`src/rtl/maj5_mon_if.sv`:
```
// Bundle between the 5MR voter stage and the fault monitor: replica/vote sample in,
// registered vote and health status out.
interface maj5_mon_if #(
  parameter int ERR_W = 8
);
  logic             in_valid;
  logic             a, b, c, d, e;
  logic             z;
  logic             clr_fault;
  logic             z_q;
  logic             out_valid;
  logic [4:0]       fault;
  logic             degraded;
  logic             fatal;
  logic             voter_err;
  logic [ERR_W-1:0] err_count;

  modport master (
    output in_valid, a, b, c, d, e, z, clr_fault,
    input  z_q, out_valid, fault, degraded, fatal, voter_err, err_count
  );
  modport slave (
    input  in_valid, a, b, c, d, e, z, clr_fault,
    output z_q, out_valid, fault, degraded, fatal, voter_err, err_count
  );
endinterface

```
`src/rtl/maj5_fault_monitor.sv`:
```
// Health monitor behind the 5-input majority voter: registers the vote, tracks
// consecutive disagreement per replica, latches failed replicas and cross-checks the voter.

module maj5_replica_fsm #(
  parameter int MISS_THRESH = 3,
  parameter int CNT_W       = 4
) (
  input  logic clk,
  input  logic rst_n,
  input  logic vld,
  input  logic clr,
  input  logic mis,
  output logic failed
);
  localparam logic [1:0] HEALTHY = 2'd0;
  localparam logic [1:0] SUSPECT = 2'd1;
  localparam logic [1:0] FAILED  = 2'd2;
  localparam logic [CNT_W-1:0] THR = CNT_W'(MISS_THRESH);

  logic [1:0]       st_d, st_q;
  logic [CNT_W-1:0] cnt_d, cnt_q;
  logic [CNT_W-1:0] cnt_inc;

  assign cnt_inc = cnt_q + 1'b1;

  always_comb begin
    st_d  = st_q;
    cnt_d = cnt_q;
    if (clr) begin
      st_d  = HEALTHY;
      cnt_d = '0;
    end else if (vld) begin
      case (st_q)
        HEALTHY: begin
          if (mis) begin
            cnt_d = CNT_W'(1);
            st_d  = (MISS_THRESH == 1) ? FAILED : SUSPECT;
          end else begin
            cnt_d = '0;
          end
        end
        SUSPECT: begin
          if (!mis) begin
            st_d  = HEALTHY;
            cnt_d = '0;
          end else begin
            cnt_d = cnt_inc;
            if (cnt_inc == THR) st_d = FAILED;
          end
        end
        default: ; // FAILED holds state and count until cleared
      endcase
    end
  end

  always_ff @(posedge clk) begin
    if (!rst_n) begin
      st_q  <= HEALTHY;
      cnt_q <= '0;
    end else begin
      st_q  <= st_d;
      cnt_q <= cnt_d;
    end
  end

  assign failed = (st_q == FAILED);
endmodule

module maj5_fault_monitor #(
  parameter int MISS_THRESH = 3,
  parameter int CNT_W       = 4,
  parameter int ERR_W       = 8
) (
  input  logic        clk,
  input  logic        rst_n,
  maj5_mon_if.slave   bus
);
  logic [4:0]       rep, mis, fault;
  logic [2:0]       rep_ones, fault_ones;
  logic             zout_d, zout_q;
  logic             vld_d, vld_q;
  logic             verr_d, verr_q;
  logic [ERR_W-1:0] err_d, err_q;

  assign rep = {bus.e, bus.d, bus.c, bus.b, bus.a};
  assign mis = rep ^ {5{bus.z}};

  for (genvar g = 0; g < 5; g++) begin : g_rep
    maj5_replica_fsm #(.MISS_THRESH(MISS_THRESH), .CNT_W(CNT_W)) u_fsm (
      .clk    (clk),
      .rst_n  (rst_n),
      .vld    (bus.in_valid),
      .clr    (bus.clr_fault),
      .mis    (mis[g]),
      .failed (fault[g])
    );
  end

  always_comb begin
    rep_ones   = '0;
    fault_ones = '0;
    for (int i = 0; i < 5; i++) begin
      rep_ones   = rep_ones   + 3'(rep[i]);
      fault_ones = fault_ones + 3'(fault[i]);
    end
  end

  always_comb begin
    zout_d = bus.z;
    vld_d  = bus.in_valid;
    verr_d = verr_q;
    err_d  = err_q;
    if (bus.clr_fault)
      verr_d = 1'b0;
    else if (bus.in_valid && (bus.z != (rep_ones >= 3'd3)))
      verr_d = 1'b1;
    // err_count ignores clr_fault: the sample is judged against pre-clear health
    if (bus.in_valid && |(mis & ~fault) && (err_q != '1))
      err_d = err_q + 1'b1;
  end

  always_ff @(posedge clk) begin
    if (!rst_n) begin
      zout_q <= 1'b0;
      vld_q  <= 1'b0;
      verr_q <= 1'b0;
      err_q  <= '0;
    end else begin
      zout_q <= zout_d;
      vld_q  <= vld_d;
      verr_q <= verr_d;
      err_q  <= err_d;
    end
  end

  assign bus.z_q       = zout_q;
  assign bus.out_valid = vld_q;
  assign bus.fault     = fault;
  assign bus.degraded  = |fault;
  assign bus.fatal     = (fault_ones >= 3'd3);
  assign bus.voter_err = verr_q;
  assign bus.err_count = err_q;
endmodule

```
`src/flat_wrapper.sv`:
```
// flat-port wrapper written by rule: the top's interface ports become plain ports
module maj5_fault_monitor_flat 
#(
  parameter int MISS_THRESH = 3,
  parameter int CNT_W       = 4,
  parameter int ERR_W       = 8
)
  (clk, rst_n, bus_in_valid, bus_a, bus_b, bus_c, bus_d, bus_e, bus_z, bus_clr_fault, bus_z_q, bus_out_valid, bus_fault, bus_degraded, bus_fatal, bus_voter_err, bus_err_count);
  maj5_mon_if #(.ERR_W(ERR_W)) bus_i ();
  input  logic clk;
  input  logic rst_n;
  input wire logic [$bits(bus_i.in_valid)-1:0] bus_in_valid;
  input wire logic [$bits(bus_i.a)-1:0] bus_a;
  input wire logic [$bits(bus_i.b)-1:0] bus_b;
  input wire logic [$bits(bus_i.c)-1:0] bus_c;
  input wire logic [$bits(bus_i.d)-1:0] bus_d;
  input wire logic [$bits(bus_i.e)-1:0] bus_e;
  input wire logic [$bits(bus_i.z)-1:0] bus_z;
  input wire logic [$bits(bus_i.clr_fault)-1:0] bus_clr_fault;
  output wire logic [$bits(bus_i.z_q)-1:0] bus_z_q;
  output wire logic [$bits(bus_i.out_valid)-1:0] bus_out_valid;
  output wire logic [$bits(bus_i.fault)-1:0] bus_fault;
  output wire logic [$bits(bus_i.degraded)-1:0] bus_degraded;
  output wire logic [$bits(bus_i.fatal)-1:0] bus_fatal;
  output wire logic [$bits(bus_i.voter_err)-1:0] bus_voter_err;
  output wire logic [$bits(bus_i.err_count)-1:0] bus_err_count;
  assign bus_i.in_valid = bus_in_valid;
  assign bus_i.a = bus_a;
  assign bus_i.b = bus_b;
  assign bus_i.c = bus_c;
  assign bus_i.d = bus_d;
  assign bus_i.e = bus_e;
  assign bus_i.z = bus_z;
  assign bus_i.clr_fault = bus_clr_fault;
  assign bus_z_q = bus_i.z_q;
  assign bus_out_valid = bus_i.out_valid;
  assign bus_fault = bus_i.fault;
  assign bus_degraded = bus_i.degraded;
  assign bus_fatal = bus_i.fatal;
  assign bus_voter_err = bus_i.voter_err;
  assign bus_err_count = bus_i.err_count;
  maj5_fault_monitor #(.MISS_THRESH(MISS_THRESH), .CNT_W(CNT_W), .ERR_W(ERR_W)) u_core (.clk(clk), .rst_n(rst_n), .bus(bus_i));
endmodule
```
`config.mk`:
```
export PLATFORM = sky130hd
export DESIGN_NAME = maj5_fault_monitor_flat
export DESIGN_NICKNAME = d
export VERILOG_FILES = /design/src/rtl/maj5_mon_if.sv /design/src/rtl/maj5_fault_monitor.sv /design/src/flat_wrapper.sv
export SDC_FILE = /design/constraint.sdc
export NUM_CORES = 1
export LEC_CHECK = 0
export ABC_AREA = 1
export CAP_MARGIN = 20
export CORE_ASPECT_RATIO = 1.75
export CORE_MARGIN = 2
export CORE_UTILIZATION = 51
export DETAILED_ROUTE_END_ITERATION = 6
export PLACE_DENSITY = 0.85
export SYNTH_ARGS = -nofsm -noshare
export SYNTH_HDL_FRONTEND = slang
export SYNTH_SLANG_ARGS = --single-unit
```
`constraint.sdc`:
```
create_clock -name clk -period 2.8 [get_ports clk]
set_clock_uncertainty 0.2 [all_clocks]
set_input_delay 0.56 -clock clk [delete_from_list [all_inputs] [get_ports clk]]
set_output_delay 0.56 -clock clk [all_outputs]
set_load 0.01 [all_outputs]
```
==> impl_results.md, run 1 <==
* Final Hold Vio Count at 0
* Power Density at 388 nW/µm²
* Reg2reg setup slack at 990 ps
* Commonest non-fill, non-tap cell in the layout: nand2_1
* Final HPWL from detailed placement at 4.41 mm
* TritonCTS buffer count at 5
* Inserted Diodes at 0
* Status: finished, violations left
* Hold crit path type: reg2reg
* Row count at 34
* Ports at 28
* Gate Count Post-Synth at 378
* Clock Latency Late Sink at 290 ps
* Startpoint types: flop
* R2r endpoint: u_core.bus.err_count[0]
* Post-layout nets at 451
* Initial antenna violation count at 0
* Via count at 2,447
* Rel. slew slack at 66.5%
* FF-to-FF path depth at 9
* XOR/XNOR share of the synthesized area at 4.75%
* Ys Warns at 0
* CTS root buf: clkbuf_8
* Syn_nets at 407
* Worst hold stages at 2
* Port-buffer cells at 27
* Fin crit share at 115%
* Hold Path End: u_core.g_rep[0].u_fsm.cnt_q[3]
* RSZ-0062 raised after global routing: yes
* Routed length per instance at 11.6 µm
* Core Box Area at 4930 µm²
* Initial Util at 52.4%
* RD Place Congestion at 0.859
* CTS HTree Levels at 2
* Area growth, synth to finish at 20.5%
* Hold_buf cts at 0
* CP Capture Type: output port
* 1st-pass router iterations at 4
* Post-DRT Antenna Nets at 0
* Setup slack after layout at -427 ps
* Synth Cell Area at 2580 µm²
* WP data required at 2040 ps
* Compound-Gate Fraction of Synth Area at 12.5%
* Die Span X at 57.8 µm
* Most frequent cells in the layout: nand2_1 (81), inv_1 (63), dfxtp_1 (39)
* Layout cells sized above 1 at 13.2%
* Fmax at 310 MHz
* Slew Limit Fails at 0
* Dominant synthesized flop cell: dfxtp_1
* Setup violators final at 1
* Simple-gate area share of the yosys netlist at 27.2%
* Fill count at 456
* CP arrival at 2470 ps
* TNS Setup at -427 ps
* First-pass GRT wire length at 9.47 mm
* Failing checks: negative setup slack
* Largest net degree at the start of global routing at 28
* Avg Cell Area, Syn at 6.84 µm²
* Drc violations at 0
* Register area share after synthesis at 31.8%
* Die height at 98.2 µm
* Fin crit period at 3230 ps
* Synth Area in Adders at 10.4%
* Post-synth EDFFs at 0
* FF-to-FF Start: u_core.bus.err_count[0]
* Max Cap Viol at 0
* Final wirelength at 5.52 mm
* DRT iter0 DRCs at 75
* CTS max path bufs at 2
* CTS tree: built
* Cell variety after synth at 32
* Die area at 5670 µm²
* Measured slew at the worst slew-check pin at 501 ps
* Place WS at -572 ps
* Via density at 5.13
* Setup CP Type: reg2out
* Vias in the first global route at 2,365
* Max VDD drop at 0.000340 V
* Critical-path maximum fanout at 3
* Clock sinks at 41
* GR Overflow Total at 0
* Synth Register Bits at 41
* Clk pin slew, worst setup/hold paths at 70 ps
* Worst hold slack at 289 ps
* Lkg Pwr at 1.48 nW
* Min-delay src: u_core.g_rep[0].u_fsm.cnt_q[3]
* Asr flop ratio synth at 0%
* Multiplexer area fraction after synthesis at 0%
* Largest family of logic cells by synthesized area: simple AND/OR/NAND/NOR gates
* Gr usage total at 21.0%
==> kinds of logic (layout without fill, tap and decap cells) <==
| family | count (synthesis) | after routing |
|---|---|---|
| buf+inv | 83 | 128 |
| flops | 41 | 41 |
| fa+ha+maj | 19 | 19 |
| compound gates | 56 | 56 |
| xor+xnor | 14 | 14 |
| simple gates | 165 | 165 |
==> registers in the layout, indices dropped and copies added (netlist names) <==
signal                    flops
u_core.bus.out_valid          1
u_core.g_rep.u_fsm.cnt_q     20
u_core.bus.voter_err          1
u_core.bus.z_q                1
u_core.bus.err_count          8
u_core.g_rep.u_fsm.st_q      10
==> repair_timing <==
action | in CTS | in global routing
endpoints found under the setup margin | 2 | 2
resized for setup | 11 | 5
buffers inserted | 1 | 0
pin swaps | 4 | 5
==> layer usage <==
metal | track usage (%) | vias to the layer above | routed length (µm)
met5 | 0 | - | 0
met4 | 9.66 | 0 | 101
met3 | 3.05 | 8 | 164
met2 | 39.4 | 48 | 3010
met1 | 21.8 | 1129 | 2240
li1 | - | 1262 | -
==> stage by stage <==
step / power [mW] / utilization (%) / area, µm² / instances
6_report: 1.21 / 63.1 / 3110 / 477
2_1_floorplan: 0.734 / - / 2610 / 378
4_1_cts: 1.22 / 63.2 / 3120 / 477
5_1_grt: 1.27 / 63.1 / 3110 / 477
3_5_place_dp: 0.801 / 61.2 / 3020 / 468
3_3_place_gp: 0.794 / 61.2 / 3020 / 468
==> worst max-delay path: stages, from the launching register on <==
cell	delay, ps
dfxtp_2	340
inv_2	40
nand2_2	80
inv_2	60
ha_4	260
inv_2	30
fa_1	420
inv_1	70
ha_2	160
inv_2	30
fa_1	450
o21ai_2	120
buf_2	140
==> power by group <==
group / internal [mW] / total, mW / switching [mW] / leakage (nW)
Sequential: 0.595 / 0.606 / 0.0107 / 0.334
Clock: 0.223 / 0.421 / 0.198 / 0.0542
Combinational: 0.0742 / 0.180 / 0.106 / 1.09
==> final cells by class <==
cell class	count	area (µm²)	area share [%]
clock buffer	7	96.3	3.09
clock inverter	1	5.00	0.161
inverter	75	287	9.20
multi-input combinational	254	1450	46.5
sequential	41	823	26.4
tap	54	67.6	2.17
timing repair buffer	45	388	12.5
==> worst max path at each step <==
stage | from | end
finish | u_core.g_rep[1].u_fsm.st_q[0] | bus_fatal
global route | u_core.g_rep[1].u_fsm.st_q[0] | bus_fatal
global placement | u_core.g_rep[1].u_fsm.st_q[0] | bus_fatal
detailed placement | u_core.g_rep[1].u_fsm.st_q[0] | bus_fatal
floorplan | u_core.g_rep[0].u_fsm.st_q[1] | bus_fatal
CTS | u_core.g_rep[1].u_fsm.st_q[0] | bus_fatal
==> synthesized netlist by cell type (2+ instances only) <==
library cell / n / area [µm²]
fa_1: 4 / 80.1
nand3b_1: 2 / 15.0
buf_2: 2 / 10.0
ha_1: 15 / 188
a21oi_1: 36 / 180
o21ai_0: 11 / 55.1
inv_2: 4 / 15.0
nor3_1: 5 / 25.0
nor2_1: 36 / 135
nand3_1: 32 / 160
dfxtp_1: 41 / 821
inv_1: 70 / 263
a22oi_1: 2 / 15.0
xor2_1: 9 / 78.8
nor2_2: 2 / 12.5
nand2_1: 82 / 308
xnor2_1: 5 / 43.8
buf_4: 5 / 37.5
nand2_4: 2 / 22.5
Note: power is estimated with default switching activity, not from simulation.
==> inputs of run 2 (changes only) <==
--- a/config.mk
+++ b/config.mk
@@ -9,9 +9,9 @@
 export CAP_MARGIN = 20
 export CORE_ASPECT_RATIO = 1.75
 export CORE_MARGIN = 2
-export CORE_UTILIZATION = 51
+export CORE_UTILIZATION = 54
 export DETAILED_ROUTE_END_ITERATION = 6
-export PLACE_DENSITY = 0.85
+export PLACE_DENSITY = 0.86
 export SYNTH_ARGS = -nofsm -noshare
 export SYNTH_HDL_FRONTEND = slang
 export SYNTH_SLANG_ARGS = --single-unit
==> constraint.sdc (replaced) <==
create_clock -name clk -period 3 [get_ports clk]
set_clock_uncertainty 0.2 [all_clocks]
set_input_delay 0.6 -clock clk [delete_from_list [all_inputs] [get_ports clk]]
set_output_delay 0.6 -clock clk [all_outputs]
set_load 0.01 [all_outputs]
==> run 2 against run 1 <==
The run still ends with negative setup slack left. Sequential power fell by 6.8%. Routed wire length is 8.8% higher. Final cell count increased by 0.21%. Sequential share of layout area down 0.48 points. Critical path depth did not move. Register-to-register slack improved by 230 ps. Via count rose by 0.45%. Setup slack improved by 160 ps. Hold slack got worse by 29 ps. Critical endpoint unchanged. Largest power group unchanged. Highest routed layer unchanged.
==> impl_results.md, run 2 (synthesis results as in run 1) <==
* CP arrival at 2470 ps (about the same)
* WP data required at 2200 ps (+160 ps)
* Startpoint types: flop
* Setup slack after layout at -269 ps (+158 ps)
* Largest net degree at the start of global routing at 28 (unchanged)
* Clock sinks at 41 (unchanged)
* Ports at 28 (unchanged)
* Worst hold slack at 260 ps (-28.6 ps)
* RSZ-0062 raised after global routing: yes
* Max VDD drop at 0.000439 V (+29%)
* Die area at 5380 µm² (-5.2%)
* Port-buffer cells at 27 (unchanged)
* Inserted Diodes at 0 (unchanged)
* Largest register FFs at 20 (unchanged)
* Status: finished, violations left
* Failing checks: negative setup slack
* Routed length per instance at 12.6 µm (+8.5%)
* Max Cap Viol at 0 (unchanged)
* Initial antenna violation count at 0 (unchanged)
* FF-to-FF Start: u_core.bus.err_count[0]
* Die Span X at 56.3 µm (-2.6%)
* Measured slew at the worst slew-check pin at 521 ps (+19.6 ps)
* Most flops, register: u_core.g_rep.u_fsm.cnt_q
* Gr usage total at 23.0% (+2.0 points)
* Vias in the first global route at 2,353 (-0.51%)
* Post-layout nets at 454 (+0.67%)
* Post-layout power at 1.21 mW (+0.57%)
* CTS tree: built
* FF-to-FF path depth at 9 (unchanged)
* R2r endpoint: u_core.bus.err_count[0]
* Fin crit period at 3270 ps
* Via density at 5.14 (+0.24%)
* Area growth, synth to finish at 22.7%
* Via count at 2,458 (+0.45%)
* Rel. slew slack at 65.2% (-1.3 points)
* Clk pin slew, worst setup/hold paths at 80 ps (about the same)
* Die height at 95.5 µm (-2.7%)
* Hold crit path type: reg2reg
* Crit path launch: u_core.g_rep[1].u_fsm.st_q[0]
* Slew Limit Fails at 0 (unchanged)
* RD Place Congestion at 0.868 (+1.0%)
* Commonest non-fill, non-tap cell in the layout: nand2_1
* Place WS at -509 ps (+63.3 ps)
* First-pass GRT wire length at 9.69 mm (+2.4%)
* Final Hold Vio Count at 0 (unchanged)
* DRT iter0 DRCs at 132 (+76%)
* CTS root buf: clkbuf_8
* Lkg Pwr at 1.51 nW (+2.4%)
* Fin crit share at 109%
* Most frequent cells in the layout: nand2_1 (81), inv_1 (65), dfxtp_1 (39)
* Fill count at 394 (-14%)
* CTS max path bufs at 2 (unchanged)
* Worst Setup EP: bus_fatal
* Critical-path maximum fanout at 2 (-1)
* Post-DRT Antenna Nets at 0 (unchanged)
* Initial Util at 55.4% (+3.0 points)
* Hold_buf cts at 0 (unchanged)
* 1st-pass router iterations at 6 (+2)
* Power Density at 383 nW/µm² (-1.3%)
* Setup violators final at 1 (unchanged)
* Fin util at 68.0% (+4.9 points)
* Layout cells sized above 1 at 12.9% (-0.33 points)
* CTS HTree Levels at 2 (unchanged)
* Setup CP Type: reg2out
* Reg2reg setup slack at 1220 ps (+230 ps)
* Clock Latency Late Sink at 300 ps (about the same)
* Fmax at 306 MHz
* TritonCTS buffer count at 5 (unchanged)
* Drc violations at 0 (unchanged)
* GR Overflow Total at 0 (unchanged)
* CP Capture Type: output port
* Row count at 33 (-2.9%)
* Core Box Area at 4670 µm² (-5.5%)
* Final HPWL from detailed placement at 4.45 mm (+1.1%)
* Final wirelength at 6.00 mm (+8.8%)
run 2: worst max-delay path: stages (launching register included):
cell and delay [ps]:
dfxtp_2 350, inv_2 40, nand2_2 60, inv_2 50, ha_4 250, inv_2 30, fa_1 420, inv_1 70
ha_2 170, inv_2 40, fa_1 440, o21ai_2 110, buf_2 140
run 2: routing by layer:
layer	vias up	GRT usage (%)	wire length, µm
met5	-	0	0
met4	0	11.7	169
met3	16	4.07	173
met2	48	47.1	3400
met1	1125	20.6	2260
li1	1269	-	-
run 2: power breakdown:
part	internal [mW]	total (mW)	leakage, nW	switching (mW)
clock network	0.271	0.470	0.0574	0.200
logic	0.0732	0.178	1.12	0.105
registers	0.555	0.565	0.334	0.00983
run 2: cell type report:
class / count / area [µm²] / share of cell area, %
Tap cell: 52 / 65.1 / 2.05
Clock buffer: 6 / 82.6 / 2.60
Sequential cell: 41 / 823 / 26.0
Inverter: 75 / 287 / 9.04
Clock inverter: 2 / 37.5 / 1.18
Multi-Input combinational cell: 254 / 1450 / 45.7
Timing Repair Buffer: 48 / 428 / 13.5
run 2: how the worst min path moves through the flow:
stage                                         from                              to  cells after the start
global route                  u_core.bus.voter_err            u_core.bus.voter_err                      2
global placement              u_core.bus.voter_err            u_core.bus.voter_err                      2
finish                        u_core.bus.voter_err            u_core.bus.voter_err                      2
floorplan           u_core.g_rep[0].u_fsm.cnt_q[3]  u_core.g_rep[0].u_fsm.cnt_q[3]                      2
CTS                           u_core.bus.voter_err            u_core.bus.voter_err                      2
detailed placement            u_core.bus.voter_err            u_core.bus.voter_err                      2
run 2: repair_timing:
item,4_1_cts,5_1_grt
cloned,0,0
endpoints found under the setup margin,1,2
pin swaps,3,7
gates resized for setup,13,6
buffers inserted,2,2
run 2: metrics by stage:
stage          TNS [ps]  cell area (µm²)  instances
3_5_place_dp       -826             2990        466
6_report           -269             3170        478
2_1_floorplan         0             2590        378
3_3_place_gp       -678             2990        466
5_1_grt            -377             3170        478
4_1_cts            -346             3150        476
==> inputs of run 3 (changes only) <==
--- a/config.mk
+++ b/config.mk
@@ -12,6 +12,7 @@
 export CORE_UTILIZATION = 54
 export DETAILED_ROUTE_END_ITERATION = 6
 export PLACE_DENSITY = 0.86
+export SKIP_LAST_GASP = 1
 export SYNTH_ARGS = -nofsm -noshare
 export SYNTH_HDL_FRONTEND = slang
 export SYNTH_SLANG_ARGS = --single-unit
==> results of run 3 <==
Same layout as run 2: the final DEF is identical, and so are final timing and power.
